**config.mk**
```make
export PLATFORM = sky130hd
export DESIGN_NAME = stream_to_mem_writer
export DESIGN_NICKNAME = d
export VERILOG_FILES = /design/src/rtl/stream_to_mem_writer.sv
export SDC_FILE = /design/constraint.sdc
export NUM_CORES = 1
export LEC_CHECK = 0
export CAP_MARGIN = 20
export CORE_MARGIN = 8
export CORE_UTILIZATION = 57
export DETAILED_ROUTE_END_ITERATION = 8
export PLACE_DENSITY_LB_ADDON = 0.15
export SLEW_MARGIN = 20
export SYNTH_ARGS = -nofsm -noshare
export SYNTH_HDL_FRONTEND = slang
export SYNTH_SLANG_ARGS = --single-unit
```
**constraint.sdc**
```tcl
create_clock -name slave_clk -period 6 [get_ports slave_clk]
set_input_delay 1.2 -clock slave_clk [delete_from_list [all_inputs] [get_ports slave_clk]]
set_output_delay 1.2 -clock slave_clk [all_outputs]
set_load 0.01 [all_outputs]
```
**src/rtl/stream_to_mem_writer.sv**
```systemverilog
// Stream sink to Avalon-MM single-word write master with a small elastic FIFO.
// Optional DMA_EOP_TERMINATE_EN: an accepted end-of-packet beat ends the transfer early.
module stream_to_mem_writer #(
  parameter int ADDR_W     = 28,
  parameter int DATA_W     = 32,
  parameter int LEN_W      = 24,
  parameter int FIFO_DEPTH = 8
) (
  input  logic                slave_clk,
  input  logic                slave_reset_n,
  input  logic                cfg_start,
  input  logic [ADDR_W-1:0]   cfg_base_addr,
  input  logic [LEN_W-1:0]    cfg_length,
  output logic                busy,
  output logic                done,
  output logic [LEN_W-1:0]    words_written,
  input  logic                snk_valid,
  input  logic [DATA_W-1:0]   snk_data,
  input  logic                snk_eop,
  output logic                snk_ready,
  output logic [ADDR_W-1:0]   av_address,
  output logic [DATA_W/8-1:0] av_byteenable,
  output logic                av_write,
  output logic [DATA_W-1:0]   av_writedata,
  input  logic                av_waitrequest
);
  localparam int PTR_W = $clog2(FIFO_DEPTH);

  typedef enum logic [1:0] {IDLE, RUN, DONE} state_t;

  state_t                state_q, state_d;
  logic [ADDR_W-1:0]     addr_q, addr_d;
  logic [LEN_W-1:0]      len_q, len_d;
  logic [LEN_W-1:0]      acc_q, acc_d;
  logic [LEN_W-1:0]      wcnt_q, wcnt_d;
  logic [PTR_W:0]        wptr_q, wptr_d;
  logic [PTR_W:0]        rptr_q, rptr_d;
  logic [DATA_W-1:0]     mem_q [FIFO_DEPTH];

  logic fifo_empty, fifo_full, run, push, pop;

  // Extra pointer MSB distinguishes full from empty.
  assign fifo_empty = (wptr_q == rptr_q);
  assign fifo_full  = (wptr_q[PTR_W] != rptr_q[PTR_W]) &&
                      (wptr_q[PTR_W-1:0] == rptr_q[PTR_W-1:0]);
  assign run        = (state_q == RUN);

  assign snk_ready  = run && !fifo_full && (acc_q < len_q);
  assign push       = snk_valid && snk_ready;
  assign av_write   = run && !fifo_empty;
  assign pop        = av_write && !av_waitrequest;

`ifndef DMA_EOP_TERMINATE_EN
  logic unused_eop;
  assign unused_eop = snk_eop;
`endif

  always_ff @(posedge slave_clk or negedge slave_reset_n) begin
    if (!slave_reset_n) begin
      state_q <= IDLE;
      addr_q  <= '0;
      len_q   <= '0;
      acc_q   <= '0;
      wcnt_q  <= '0;
      wptr_q  <= '0;
      rptr_q  <= '0;
    end else begin
      state_q <= state_d;
      addr_q  <= addr_d;
      len_q   <= len_d;
      acc_q   <= acc_d;
      wcnt_q  <= wcnt_d;
      wptr_q  <= wptr_d;
      rptr_q  <= rptr_d;
    end
  end

  // Storage needs no reset: the head is only visible while the FIFO is non-empty.
  always_ff @(posedge slave_clk) begin
    if (push) mem_q[wptr_q[PTR_W-1:0]] <= snk_data;
  end

  always_comb begin
    state_d = state_q;
    addr_d  = addr_q;
    len_d   = len_q;
    acc_d   = acc_q;
    wcnt_d  = wcnt_q;
    wptr_d  = wptr_q;
    rptr_d  = rptr_q;
    case (state_q)
      IDLE: begin
        if (cfg_start) begin
          addr_d  = cfg_base_addr;
          len_d   = cfg_length;
          acc_d   = '0;
          wcnt_d  = '0;
          wptr_d  = '0;
          rptr_d  = '0;
          state_d = (cfg_length != '0) ? RUN : DONE;
        end
      end
      RUN: begin
        if (push) begin
          wptr_d = wptr_q + 1'b1;
          acc_d  = acc_q + 1'b1;
`ifdef DMA_EOP_TERMINATE_EN
          // Shrinking the target to the beats seen so far closes the sink.
          if (snk_eop) len_d = acc_q + 1'b1;
`endif
        end
        if (pop) begin
          rptr_d = rptr_q + 1'b1;
          addr_d = addr_q + 1'b1;
          wcnt_d = wcnt_q + 1'b1;
          if (wcnt_d == len_d) state_d = DONE;
        end
      end
      DONE:    state_d = IDLE;
      default: state_d = IDLE;
    endcase
  end

  assign av_address    = addr_q;
  assign av_writedata  = av_write ? mem_q[rptr_q[PTR_W-1:0]] : '0;
  assign av_byteenable = {(DATA_W/8){av_write}};
  assign busy          = (state_q != IDLE);
  assign done          = (state_q == DONE);
  assign words_written = wcnt_q;

endmodule

```
==> results_dict.tcl <==
set metrics [dict create \
    gp_congestion 0.900 \
    hold_class "flip-flop to flip-flop" \
    fin_setup_tns_ps 0 \
    clockBufferDepth 3 \
    nets 1565 \
    grt_max_degree 68 \
    syn-instance-count 1288 \
    holdWs_ps 514 \
    wl_mm 41.2 \
    grt_pass1_vias 11500 \
    setup_slack_ps 1320 \
    fin_crit_ps 4680 \
    port_buffers 180 \
    multiInputGateArea_um2 6050 \
    grt_use_total_pct 22.8 \
    cts-resized-gates 0 \
    route.vias.total 11600 \
    power_mw 9.29 \
    htree_levels 2 \
    cellLeakagePower_nw 7.39 \
    vias_per_cell 6.21 \
    yosysWarnings 0 \
    cp_max_fo 43 \
    fp.coreArea_um2 29400 \
    fin_crit_sh_pct 78.1 \
    area_growth_pct 19.7 \
    synth_fp_nets 1406 \
    slew_viol_final 0 \
    grt_pass1_wl_mm 64.3 \
    pre_cts_ws_ps 1550 \
    ys_seq_area_share_pct 61.8 \
    grt-ovfl-total 0 \
    critPathKind "flip-flop to output port" \
    num_rows 63 \
    cts_tree "yes" \
    maxSlewHeadroom_pct 33.5 \
    clock-sinks 366 \
    yosysTopAreaCell "edfxtp_1" \
    max_cap_viol_count 0 \
    final_layout_size_suffix_gt1_share_pct 11.5 \
    antenna_found_initial 1 \
    critPathArrivalTime_ps 3480 \
    timing_hold_violations_final 0 \
    die-area_um2 35400 \
    dpl.cell_count 1797 \
    post-dp-hpwl_mm 26.2 \
    yosys-top-cells-area "edfxtp_1, dfrtp_1, mux4_2, nand2_1, o21ai_0" \
    synth_area_um2 16900 \
    synth_top_area_share_pct 45.5 \
    yosys_most_used_dff "edfxtp_1" \
    peakVddDrop_mv 0.318 \
    post-cts-setup-buffers 0 \
    ios 182 \
    synthTopCellsByCount "edfxtp_1, nand2_1, dfrtp_1, o21ai_0, nor2_1" \
    fin_skew_ps 23.1 \
    die_x_um 188 \
    drc 0 \
    synth.distinct_cells 65 \
    cts_buffers 38 \
    clockRootBuffer "clkbuf_16" \
    ant_nets 0 \
    routedWlPerCell_um 22.1 \
    cts_hold_buffers 0 \
    rsz0062_at_grt "false" \
    dr.pass1.iters 5 \
    yosys.cell_count.top_type "edfxtp_1" \
    clkLatencyLatePin_ps 530 \
    nFillCells 2018 \
    end_kind "output port" \
    ff_latch_area_um2 10400 \
    worstMarginPinSlew_ps 997 \
    start_util_pct 57.5 \
    drtIter0Drc 1015 \
    status "finished clean" \
    power_density_nw_per_um2 459 \
    setup_viol 0 \
    worstPathRequired_ps 4800 \
    cts.clk_slew.worst_paths_ps 60 \
    fmax_mhz 213 \
    async_flop_share_pct 30.1 \
    die_height_um 188 \
    synth-edff-count 256 \
    layoutNonFillerInstCount 1863 \
    synth-seq-cells 366 \
    synth.avg_cell_area_um2 13.1 \
    cp-start-kind "flip-flop" \
]
[path summary, 6_finish.rpt]
check | startpoint | endpoint | slack (ps) | depth (start not counted)
max | len_q[15]$_DFFE_PN0P_ | snk_ready | 1320 | 10
max reg2reg | rptr_q[0]$_DFFE_PN0P_ | av_address[20]$_DFFE_PN0P_ | 1980 | 8
min in group asynchronous | slave_reset_n | acc_q[13]$_DFFE_PN0P_ | 760 | 1
min | wptr_q[3]$_DFFE_PN0P_ | wptr_q[3]$_DFFE_PN0P_ | 510 | 1
max in group asynchronous | slave_reset_n | av_address[18]$_DFFE_PN0P_ | 4010 | 2
min reg2reg | wptr_q[3]$_DFFE_PN0P_ | wptr_q[3]$_DFFE_PN0P_ | 510 | 1
[cells in the final DEF, fill, tap and decap left out, drive strengths merged, types with 9 or more instances in the layout]
master	Yosys	routed
nand4	27	27
o22ai	20	20
o31ai	15	15
and3	20	20
o211ai	10	10
inv	39	40
xnor2	14	14
xor2	13	13
nand2b	21	21
mux2i	42	42
o41ai	11	11
or4	14	14
clkbuf	59	45
nand3	43	43
nand2	114	114
a21o	9	9
o311ai	10	10
dfrtp	110	110
a21oi	64	64
edfxtp	256	256
ha	28	28
clkinv	1	19
and4	9	9
clkdlybuf4s50	0	179
buf	25	24
mux4	64	64
nor2	65	65
o21ai	85	85
or3	10	10
nor4	19	19
nor3	20	20
[routing by layer]
layer | global-route usage (%) | share of wire [%]
met1 | 30.2 | 42
met2 | 36.6 | 48
met3 | 4.29 | 6.3
met4 | 9.70 | 3.9
met5 | 0 | 0
[area by class of cell]
| class | instances | area share, % |
|---|---|---|
| Sequential cell | 366 | 51.6 |
| Clock buffer | 45 | 4.88 |
| Multi-Input combinational cell | 798 | 29.9 |
| Inverter | 40 | 0.742 |
| Clock inverter | 20 | 0.699 |
| Tap cell | 390 | 2.41 |
| Timing Repair Buffer | 203 | 9.74 |
| Antenna cell | 1 | 0.0124 |
[report_power, final]
group          internal [mW]  switching (mW)  total, mW
Sequential              3.20           0.387       3.59
Clock                   1.22           0.954       2.17
Combinational           1.63            1.89       3.53
Total                   6.05            3.24       9.29
[registers in the layout (all words and copies together) (netlist names)]
signal and cells:
state_q 2, mem_q 256, len_q 24, rptr_q 4, words_written 24, wptr_q 4, av_address 28, acc_q 24
[logic make-up (layout without fill, tap and decap cells)]
logic type                 count (synthesis)  in the layout  share of synthesized area [%]
and+or+nand+nor                          384            384                           11.7
DFF                                      366            366                           61.8
AOI/OAI and AO/OA                        253            253                           9.22
buffers and inverters                    124            308                           2.87
muxes                                    106            106                           11.0
adders and majority gates                 28             28                           2.07
xor gates and xnor gates                  27             27                           1.40
other                                      0              1                              0
[metrics by stage]
step,util (%),instance area [um2]
floorplan,-,16900
global placement,65.0,19100
detailed placement,65.0,19100
CTS,68.8,20200
global route,68.8,20200
finish,68.8,20200
[critical path, stage by stage, from the launching register on]
cell and delay (ps):
dfrtp_1 510, inv_1 100, ha_1 310, nand4_1 120
nor3_1 210, inv_1 60, o32a_1 150, o211ai_1 90
buf_4 400, clkinv_1 410, clkdlybuf4s50_1 600
Note: power is estimated with default switching activity, not from simulation.
